$ cat src/rtl/sub_adder_pkg.sv
`default_nettype none
// ============================================================================
// Module      : sub_adder_pkg
// Description : Shared width, mode encodings and word type for the 16-bit
//               registered adder/subtractor.
// Revision    : 1.0 - initial release
// ============================================================================
package sub_adder_pkg;

    localparam int unsigned SA_WIDTH = 16;

    localparam logic MODE_ADD = 1'b0;
    localparam logic MODE_SUB = 1'b1;

    typedef logic [SA_WIDTH-1:0] sa_word_t;

endpackage : sub_adder_pkg
`default_nettype wire

$ cat src/rtl/full_adder_1b.sv
`default_nettype none
// ============================================================================
// Module      : full_adder_1b
// Description : Single-bit full adder, one stage of the ripple carry chain.
// Ports       : a, b, cin -> s (sum bit), cout (carry to next stage)
// Revision    : 1.0 - initial release
// ============================================================================
module full_adder_1b (
    input  logic a,
    input  logic b,
    input  logic cin,
    output logic s,
    output logic cout
);

    logic w_prop;

    assign w_prop = a ^ b;
    assign s      = w_prop ^ cin;
    assign cout   = (a & b) | (cin & w_prop);

endmodule : full_adder_1b
`default_nettype wire

$ cat src/rtl/sub_adder_16bit.sv
`default_nettype none
// ============================================================================
// Module      : sub_adder_16bit
// Description : Registered 16-bit two's-complement adder/subtractor.
//               mode = 0 : {cout, sum} <= a + b
//               mode = 1 : {cout, sum} <= a + ~b + 1  (cout = 1 -> no borrow)
//               One-cycle latency, one operation per cycle, no enable.
// Ports       : clk   - rising-edge clock
//               rst_n - asynchronous active-low reset
//               a, b  - 16-bit operands
//               mode  - 0 add, 1 subtract
//               sum   - registered result [15:0]
//               cout  - registered carry out of bit 15
//               ovf   - registered signed overflow (SUB_ADDER_OVF_EN only)
// Config      : `define SUB_ADDER_OVF_EN adds the ovf port and register.
// Revision    : 1.0 - initial release
// ============================================================================
module sub_adder_16bit
    import sub_adder_pkg::*;
(
    input  logic                clk,
    input  logic                rst_n,
    input  logic [SA_WIDTH-1:0] a,
    input  logic [SA_WIDTH-1:0] b,
    input  logic                mode,
    output logic [SA_WIDTH-1:0] sum,
`ifdef SUB_ADDER_OVF_EN
    output logic                ovf,
`endif
    output logic                cout
);

    // ------------------------------------------------------------------
    // Invert stage: subtraction is a + ~b with the +1 fed in as carry-in.
    // ------------------------------------------------------------------
    sa_word_t            w_b_eff;
    sa_word_t            w_sum;
    logic [SA_WIDTH:0]   w_carry;   // w_carry[i] is the carry into stage i

    assign w_b_eff    = (mode == MODE_SUB) ? ~b : b;
    assign w_carry[0] = (mode == MODE_SUB);

    // ------------------------------------------------------------------
    // Ripple carry chain
    // ------------------------------------------------------------------
    generate
        for (genvar gi = 0; gi < SA_WIDTH; gi++) begin : g_fa
            full_adder_1b u_fa (
                .a    (a[gi]),
                .b    (w_b_eff[gi]),
                .cin  (w_carry[gi]),
                .s    (w_sum[gi]),
                .cout (w_carry[gi+1])
            );
        end
    endgenerate

    // ------------------------------------------------------------------
    // Output registers
    // ------------------------------------------------------------------
    sa_word_t sum_d,  sum_q;
    logic     cout_d, cout_q;

    assign sum_d  = w_sum;
    assign cout_d = w_carry[SA_WIDTH];

    always_ff @(posedge clk or negedge rst_n) begin
        if (!rst_n) begin
            sum_q  <= '0;
            cout_q <= 1'b0;
        end else begin
            sum_q  <= sum_d;
            cout_q <= cout_d;
        end
    end

    assign sum  = sum_q;
    assign cout = cout_q;

`ifdef SUB_ADDER_OVF_EN
    // Signed overflow: carry into the MSB disagrees with carry out of it.
    logic ovf_d, ovf_q;

    assign ovf_d = w_carry[SA_WIDTH-1] ^ w_carry[SA_WIDTH];

    always_ff @(posedge clk or negedge rst_n) begin
        if (!rst_n) begin
            ovf_q <= 1'b0;
        end else begin
            ovf_q <= ovf_d;
        end
    end

    assign ovf = ovf_q;
`endif

endmodule : sub_adder_16bit
`default_nettype wire

$ cat config.mk
export PLATFORM = sky130hd
export DESIGN_NAME = sub_adder_16bit
export DESIGN_NICKNAME = d
export VERILOG_FILES = /design/src/rtl/sub_adder_pkg.sv /design/src/rtl/full_adder_1b.sv /design/src/rtl/sub_adder_16bit.sv
export SDC_FILE = /design/constraint.sdc
export NUM_CORES = 1
export LEC_CHECK = 0
export CAP_MARGIN = 15
export CORE_MARGIN = 2
export CORE_UTILIZATION = 39
export DETAILED_ROUTE_END_ITERATION = 12
export PLACE_DENSITY_LB_ADDON = 0.2
export RECOVER_POWER = 100
export SYNTH_ARGS = -nofsm -noshare
export SYNTH_HDL_FRONTEND = slang
export SYNTH_SLANG_ARGS = --single-unit
$ cat constraint.sdc
create_clock -name clk -period 0.8 [get_ports clk]
set_input_delay 0.12 -clock clk [delete_from_list [all_inputs] [get_ports clk]]
set_output_delay 0.12 -clock clk [all_outputs]
set_load 0.01 [all_outputs]
==> impl_metrics.csv <==
group,metric,value,unit
cts,max-clock-path-buffers,2,
floorplan,die_w,55.0,microns
setup_path,critPathCaptureType,"flip-flop",
floorplan,boundaryPins,52,
route,drc,0,
placement,dpl.hpwl,1590,microns
power_and_ir_drop,p_leak,0.748,nW
setup_path,crit_path_frequent_cell,"fa_2",
route,wl_per_cell,11.0,microns
grt,grt_pass1_vias,704,
yosys,yosysTopAreaCell,"dfrtp_1",
setup_path,cp-start-kind,"input port",
yosys,postSynthAreaPerCell,12.7,sq um
setup_path,path_cells,"buf_8 -> xnor2_4 -> fa_2 -> fa_2 -> fa_2 -> fa_2 -> fa_2 -> fa_2 -> fa_2 -> fa_2 -> inv_2 -> fa_2 -> inv_2 -> fa_2 -> fa_2 -> fa_2 -> fa_2 -> fa_2 -> inv_2 -> fa_1",
worst_hold_path,whs_endpoint,"sum[0]",
timing,timing.final.ws_setup,-4650,ps
worst_hold_path,hp-start,"a[0]",
timing,hold_viol_final,0,
grt,antenna_found_initial,0,
yosys,post_synth_inst_count,80,
setup_path,worstPathRequired,980,ps
cts,ctsHoldBuffers,0,
setup_path,arrival,5620,ps
flow_run,maxCapViolCount,0,
setup_path,crit_buf_inv,4,
placement,dp_cells,163,
yosys,ys_seq_elements,17,
timing,grt_setup_unrepaired,"true",
cts,cts_buffers,3,
timing,finalCriticalPeriod,5450,ps
grt,grt_pass1_wl,2940,microns
timing,clock.fmax,184,MHz
cts,cts_sinks,17,
yosys,synth_top_area_share,41.9,%
route,drt-initial-drc-count,0,
setup_path,crit_start,"b[1]",
grt,grt_max_degree,18,
setup_path,slowest_stage,"fa_1",
floorplan,die_h,55.0,microns
route,dr.pass1.iters,1,
yosys,yosysSeqAreaShare,41.9,%
power_and_ir_drop,irDropWorstVdd,1000,uV
placement,port_buffers,51,
route,wirelength,1840,microns
timing,setup_violations,32,
cts,clk_pin_slew_worst_paths,100,ps
layout,drive_above_1_share,43.1,%
floorplan,fp.dieArea,3030,sq um
grt,grt_usage,14.4,%
yosys,synthDistinctLibCells,8,
setup_path,crit_path_max_fanout,1,
floorplan,core-area,2480,sq um
grt,grt.overflow.total,0,
placement,dp_slack,-5550,ps
floorplan,initial_core_util,41.0,%
layout,diodes,0,
yosys,syn_area,1020,sq um
placement,gp_congestion,0.747,
layout,nets,188,
floorplan,rows,18,
worst_hold_path,min_path_type,"input port to flip-flop",
setup_path,crit_family,"adder cells",
power_and_ir_drop,powerDensity,1770,nW/um^2
yosys,synth.area.top_cells,"dfrtp_1 42%, fa_1 30%, xnor2_1 11%",
timing,slew_violations,0,
timing,min_period_over_period,681,%
status,status,"finished, violations left",
cts,ctsRootBufferMaster,"clkbuf_4",
status,violations,"setup timing",
timing,tightestPinTransition,408,ps
route,vias,692,
setup_path,worstSetupPathType,"input port to flip-flop",
timing,slew_headroom,72.8,%
route,antenna_left,0,
worst_hold_path,whs_path_depth,2,
route,avgViaCountPerCell,4.14,
cts,cts_tree,"done",
setup_path,critPathMaxStageDelay,400,ps
layout,fin_cells,167,
yosys,syn_nets,130,
cts,htreeDepth,1,
power_and_ir_drop,finalPower,2.82,mW
layout,area_growth,57.1,%
yosys,yosysWarnings,0,
final cells by class:
cell class,count,area (sq um)
tap,30,37.5
multi-input combinational,32,515
sequential,17,425
inverter,29,109
timing repair buffer,55,483
fill,209,881
clock buffer,4,26.3
layout by cell type, fill, tap and decap left out, drive strengths merged:
cell           instances
inv                   29
clkdlybuf4s50         27
buf                   24
dfrtp                 17
fa                    15
xnor2                 13
clkbuf                 6
xor2                   3
mux2i                  1
dlygate4sd2            1
dlygate4sd3            1
synth_stat cells:
master	n
mux2i_1	1
xor2_1	3
fa_1	15
buf_12	1
inv_1	29
xnor2_1	13
buf_6	1
dfrtp_1	17
cell families (layout without fill, tap and decap cells):
kind of cell | count (synthesis) | in the layout | synth area share (%)
XOR/XNOR | 16 | 16 | 13.8
adder cells (fa/ha/maj) | 15 | 15 | 29.6
buffers and inverters | 31 | 88 | 13.8
flip-flops | 17 | 17 | 41.9
multiplexers | 1 | 1 | 0.985
registers in the layout, indices dropped and copies added, names as in the netlist:
register and cells:
cout 1, sum 16
worst max path at each step:
stage | endpoint | slack [ps] | cells after the start
global route | sum[15] | -4760 | 20
CTS | sum[15] | -4660 | 20
detailed placement | sum[15] | -5550 | 20
global placement | sum[15] | -5500 | 20
floorplan | sum[15] | -4930 | 21
finish | sum[15] | -4650 | 20
repair_timing:
item	in CTS	in global routing
buffers inserted	0	0
setup endpoints to repair	33	32
pin swaps	1	0
resized for setup	102	16
layer usage:
layer / routed length, microns / vias to the layer above / GRT usage (%) / share of wire (%)
met5: 0 / - / 0 / 0
met2: 974 / 30 / 26.0 / 53
met1: 642 / 333 / 15.3 / 35
met4: 38 / 0 / 7.32 / 2.1
li1: - / 325 / - / -
met3: 187 / 4 / 3.76 / 10
power breakdown:
group          total [mW]  switching [mW]  internal (mW)
Sequential           1.15          0.0601           1.09
Combinational        1.21           0.558          0.651
Clock               0.461           0.267          0.194
per-stage QoR:
| stage | cell area (sq um) | hold WS [ps] | utilization, % | setup TNS [ps] |
|---|---|---|---|---|
| after floorplan | 1080 | -176 | - | -45150 |
| after global placement | 1630 | 472 | 65.7 | -55890 |
| after detailed placement | 1630 | 485 | 65.7 | -56310 |
| after CTS | 1580 | 12.8 | 63.9 | -41330 |
| after global routing | 1600 | 14.0 | 64.4 | -42810 |
| final | 1600 | 27.3 | 64.4 | -41080 |
Note: power is estimated with default switching activity, not from simulation.
